**config.mk**
```make
export PLATFORM = sky130hd
export DESIGN_NAME = nibble_serial_sub
export DESIGN_NICKNAME = d
export VERILOG_FILES = /design/src/rtl/nibble_serial_sub.sv
export SDC_FILE = /design/constraint.sdc
export NUM_CORES = 1
export LEC_CHECK = 0
export BUFFER_PORTS_ARGS = -buffer_cell sky130_fd_sc_hd__buf_2
export CAP_MARGIN = 20
export CORE_ASPECT_RATIO = 0.75
export CORE_MARGIN = 2
export CORE_UTILIZATION = 28
export CTS_CLUSTER_DIAMETER = 120
export DETAILED_ROUTE_END_ITERATION = 8
export PLACE_DENSITY = 0.58
export SLEW_MARGIN = 25
export SYNTH_ARGS = -nofsm -noshare
export SYNTH_HDL_FRONTEND = slang
export SYNTH_SLANG_ARGS = --single-unit
```
**constraint.sdc**
```tcl
create_clock -name clk -period 5.02 [get_ports clk]
set_clock_uncertainty 0.05 [all_clocks]
set_input_delay 1.004 -clock clk [delete_from_list [all_inputs] [get_ports clk]]
set_output_delay 1.004 -clock clk [all_outputs]
set_load 0.05 [all_outputs]
```
**src/rtl/nibble_serial_sub.sv**
```systemverilog
// ============================================================================
//  Module   : nibble_serial_sub
//  Purpose  : Nibble-serial a - b - bin over 4*NIBBLES bits, LSB nibble first.
//             Optional macro SUB_OVF_EN adds a signed-overflow output (ovf).
//  Revision : 1.0 - initial release
// ============================================================================
`default_nettype none

module nibble_serial_sub #(
    parameter  int NIBBLES = 4,
    localparam int W       = 4 * NIBBLES
) (
    input  logic         clk,
    input  logic         rst_n,
    input  logic         start,
    input  logic [W-1:0] a,
    input  logic [W-1:0] b,
    input  logic         bin,
    output logic         busy,
    output logic         done,
    output logic [W-1:0] diff,
    output logic         bout
`ifdef SUB_OVF_EN
    ,
    output logic         ovf
`endif
);

    localparam int            CW         = (NIBBLES > 1) ? $clog2(NIBBLES) : 1;
    localparam logic [CW-1:0] c_last_nib = CW'(NIBBLES - 1);

    typedef enum logic [0:0] {
        S_IDLE = 1'b0,
        S_RUN  = 1'b1
    } state_t;

    state_t        r_state;
    state_t        w_next;
    logic [W-1:0]  r_a;
    logic [W-1:0]  r_b;
    logic [W-1:0]  r_diff;
    logic [CW-1:0] r_cnt;
    logic          r_borrow;
    logic          r_done;
    logic          r_bout;
    logic [3:0]    w_a_nib;
    logic [3:0]    w_b_nib;
    logic [3:0]    w_d;
    logic [4:0]    w_bc;
    logic          w_accept;
    logic          w_last;

    assign w_accept = (r_state == S_IDLE) && start;
    assign w_last   = (r_state == S_RUN) && (r_cnt == c_last_nib);

    always_comb begin
        w_a_nib = '0;
        w_b_nib = '0;
        for (int i = 0; i < NIBBLES; i++) begin
            if (r_cnt == i[CW-1:0]) begin
                w_a_nib = r_a[i*4 +: 4];
                w_b_nib = r_b[i*4 +: 4];
            end
        end
    end

    // 4-bit ripple-borrow cell: w_bc[0] is bin, w_bc[4] is the nibble borrow-out
    assign w_bc[0] = r_borrow;
    for (genvar g = 0; g < 4; g++) begin : g_cell
        assign w_d[g]    = w_a_nib[g] ^ w_b_nib[g] ^ w_bc[g];
        assign w_bc[g+1] = (~w_a_nib[g] & w_b_nib[g])
                         | (~(w_a_nib[g] ^ w_b_nib[g]) & w_bc[g]);
    end

    always_ff @(posedge clk or negedge rst_n) begin
        if (!rst_n) begin
            r_state <= S_IDLE;
        end else begin
            r_state <= w_next;
        end
    end

    always_comb begin
        w_next = r_state;
        case (r_state)
            S_IDLE:  if (start)  w_next = S_RUN;
            S_RUN:   if (w_last) w_next = S_IDLE;
            default: w_next = S_IDLE;
        endcase
    end

    always_ff @(posedge clk or negedge rst_n) begin
        if (!rst_n) begin
            r_a      <= '0;
            r_b      <= '0;
            r_diff   <= '0;
            r_cnt    <= '0;
            r_borrow <= 1'b0;
            r_done   <= 1'b0;
            r_bout   <= 1'b0;
        end else begin
            r_done <= w_last;
            if (w_accept) begin
                r_a      <= a;
                r_b      <= b;
                r_borrow <= bin;
                r_cnt    <= '0;
            end else if (r_state == S_RUN) begin
                for (int i = 0; i < NIBBLES; i++) begin
                    if (r_cnt == i[CW-1:0]) begin
                        r_diff[i*4 +: 4] <= w_d;
                    end
                end
                r_borrow <= w_bc[4];
                r_cnt    <= r_cnt + CW'(1);
                if (w_last) begin
                    r_bout <= w_bc[4];
                end
            end
        end
    end

`ifdef SUB_OVF_EN
    logic r_ovf;

    // On the last nibble, w_d[3] is the final sign bit of diff
    always_ff @(posedge clk or negedge rst_n) begin
        if (!rst_n) begin
            r_ovf <= 1'b0;
        end else if (w_last) begin
            r_ovf <= (r_a[W-1] != r_b[W-1]) && (w_d[3] != r_a[W-1]);
        end
    end

    assign ovf = r_ovf;
`endif

    assign busy = (r_state == S_RUN);
    assign done = r_done;
    assign diff = r_diff;
    assign bout = r_bout;

endmodule

`default_nettype wire

```
==> out/metrics.csv <==
metric,value,unit
cts_resized,0,
fillers,907,
reg2reg_slack,1680,ps
crit_start,r_cnt[0]$_DFFE_PN0P_,
tritoncts,done,
cp_data_required_time,5180,ps
wl,5.61,mm
end_kind,register,
ctsHoldBuffers,0,
path_class,reg2reg,
root_buffer,clkbuf_16,
ys_top_cells_by_count,"54 x dfrtp_1, 29 x mux2_4, 23 x nand2_1, 10 x mux2_2, 10 x o21ai_0",
cap_violations,0,
syn_area_per_cell,14.1,um2
yosysTopAreaCell,dfrtp_1,
gp_congestion,0.855,
postCtsSetupBuffers,0,
fmax,0.300,GHz
drive_above_1_share,0.456,
detailed_place_hpwl,4.04,mm
grt_use_total,0.125,
area_growth,18.9,%
htreeDepth,2,
hold_viol_final,0,
dr.pass1.iters,4,
initial_core_util,0.284,
ys.flop_type,dfrtp_1,
startpoint_type,register,
rows,30,
netlist_instances,180,
wire_per_inst,16.1,um
n_antenna_cell,0,
core,8930,um2
worstReg2RegStart,r_cnt[0]$_DFFE_PN0P_,
rsz0062_at_grt,false,
ys_ff_latch,54,
nNetsFinal,280,
synth.yosys.seq_area_share,0.533,
synth.distinct_cells,28,
whs,422,ps
min_period,3340,ps
grt.overflow.total,0,
synth_top_area_frac,0.533,
min_period_over_period,0.665,
clock_sinks,54,
status,finished clean,
synth_edf_count,0,
setup_tns,0,ps
vias,1616,
grt_pass1_wl,9.31,mm
synth_nets,224,
first_iter_violations,113,
ys_async_sr_fraction,1.00,
setup_viol_count_final,0,
io_pins,55,
min_from,diff[4]$_DFFE_PN0P_,
netlist_area,2540,um2
drcViolationCount,0,
cts_buffers,5,
antenna_left,0,
drv_slew,0,
insertion_delay,300,ps
synth.area.top_cells,"dfrtp_1 53%, mux2_4 17%, mux2_2 4.4%",
synth-warning-count,0,
cts_max_path_buffers,2,
die_h,86.4,um
port_buffers,54,
dieArea,9840,um2
clk_pin_slew,70,ps
worst_slew_pin_slew,677,ps
worstHoldPathType,reg2reg,
dp.cells,341,
synth_most_common_cell,dfrtp_1,
arrival,3500,ps
grt_max_degree,55,
via_per_inst,4.63,
die_width,114,um
critPathMaxFanout,8,
grt_pass1_vias,1673,
antenna_found_initial,0,
fin_cells,349,
max_slew_margin,0.549,
==> through the flow <==
step	instance area (um2)	worst slack [ps]	util
6_report	3020	1680	0.338
3_3_place_gp	2870	1840	0.321
5_1_grt	3020	1440	0.338
2_1_floorplan	2540	2060	-
4_1_cts	3020	1670	0.338
3_5_place_dp	2870	1710	0.321
==> layout by cell type (no fill, tap or decap) <==
| master | instances |
|---|---|
| fa_1 | 4 |
| inv_2 | 1 |
| o221ai_1 | 4 |
| clkbuf_1 | 1 |
| nor2b_4 | 1 |
| dfrtp_1 | 54 |
| nand3b_1 | 4 |
| o31ai_1 | 1 |
| clkinv_2 | 1 |
| nand2_4 | 1 |
| nand2_2 | 2 |
| clkbuf_16 | 5 |
| mux2_1 | 2 |
| mux2_2 | 10 |
| mux2i_1 | 1 |
| nand2b_1 | 1 |
| o22ai_1 | 3 |
| ha_1 | 4 |
| a31oi_1 | 4 |
| o211ai_1 | 4 |
| nand2_1 | 23 |
| or3b_2 | 1 |
| o21ai_0 | 10 |
| nor2_1 | 1 |
| buf_2 | 54 |
| inv_1 | 5 |
| buf_4 | 2 |
| clkbuf_8 | 1 |
| nor3_1 | 1 |
| a21o_1 | 2 |
| mux2_4 | 29 |
==> cell type report <==
| class | instances | area (um2) | area share |
|---|---|---|---|
| Clock buffer | 7 | 143 | 0.0473 |
| Clock inverter | 1 | 5.00 | 0.00166 |
| Sequential cell | 54 | 1350 | 0.448 |
| Multi-Input combinational cell | 113 | 1070 | 0.355 |
| Timing Repair Buffer | 56 | 285 | 0.0946 |
| Tap cell | 112 | 140 | 0.0465 |
| Inverter | 6 | 22.5 | 0.00747 |
==> layer usage <==
metal  track usage  part of all wire
met2         0.169              0.41
met1         0.187              0.52
met3        0.0392             0.058
met5             0                 0
met4        0.0443             0.015
==> cells by family after synthesis <==
logic type,count (synthesis),synth area share
DFF,54,0.533
muxes,42,0.229
and+or+nand+nor,35,0.0701
AOI/OAI and AO/OA,28,0.0715
buffers and inverters,13,0.0454
adders and majority gates,8,0.0513
==> critical path, stage by stage, from the launching register on <==
cell and delay, ps:
dfrtp_1 380, inv_1 90, ha_1 270, nor2_1 430
o211ai_1 170, o221ai_1 130, fa_1 210, inv_1 50
fa_1 390, fa_1 370, inv_1 70, fa_1 450
o21ai_0 190
==> final timing paths <==
check                                       to  depth (start not counted)
max in group asynchronous  r_b[15]$_DFFE_PN0P_                          2
max                        diff[3]$_DFFE_PN0P_                         12
min in group asynchronous  diff[6]$_DFFE_PN0P_                          2
min reg2reg                diff[4]$_DFFE_PN0P_                          2
max reg2reg                diff[3]$_DFFE_PN0P_                         12
min                        diff[4]$_DFFE_PN0P_                          2
==> state kept, by name (all words and copies together), names as in the netlist <==
signal	flops
done	1
r_b	16
r_a	16
r_cnt	2
bout	1
diff	16
busy	1
r_borrow	1
Power is left out: the tool's default activity adds up to more than one toggle a clock period on the data nets, which glitch-free logic cannot reach.
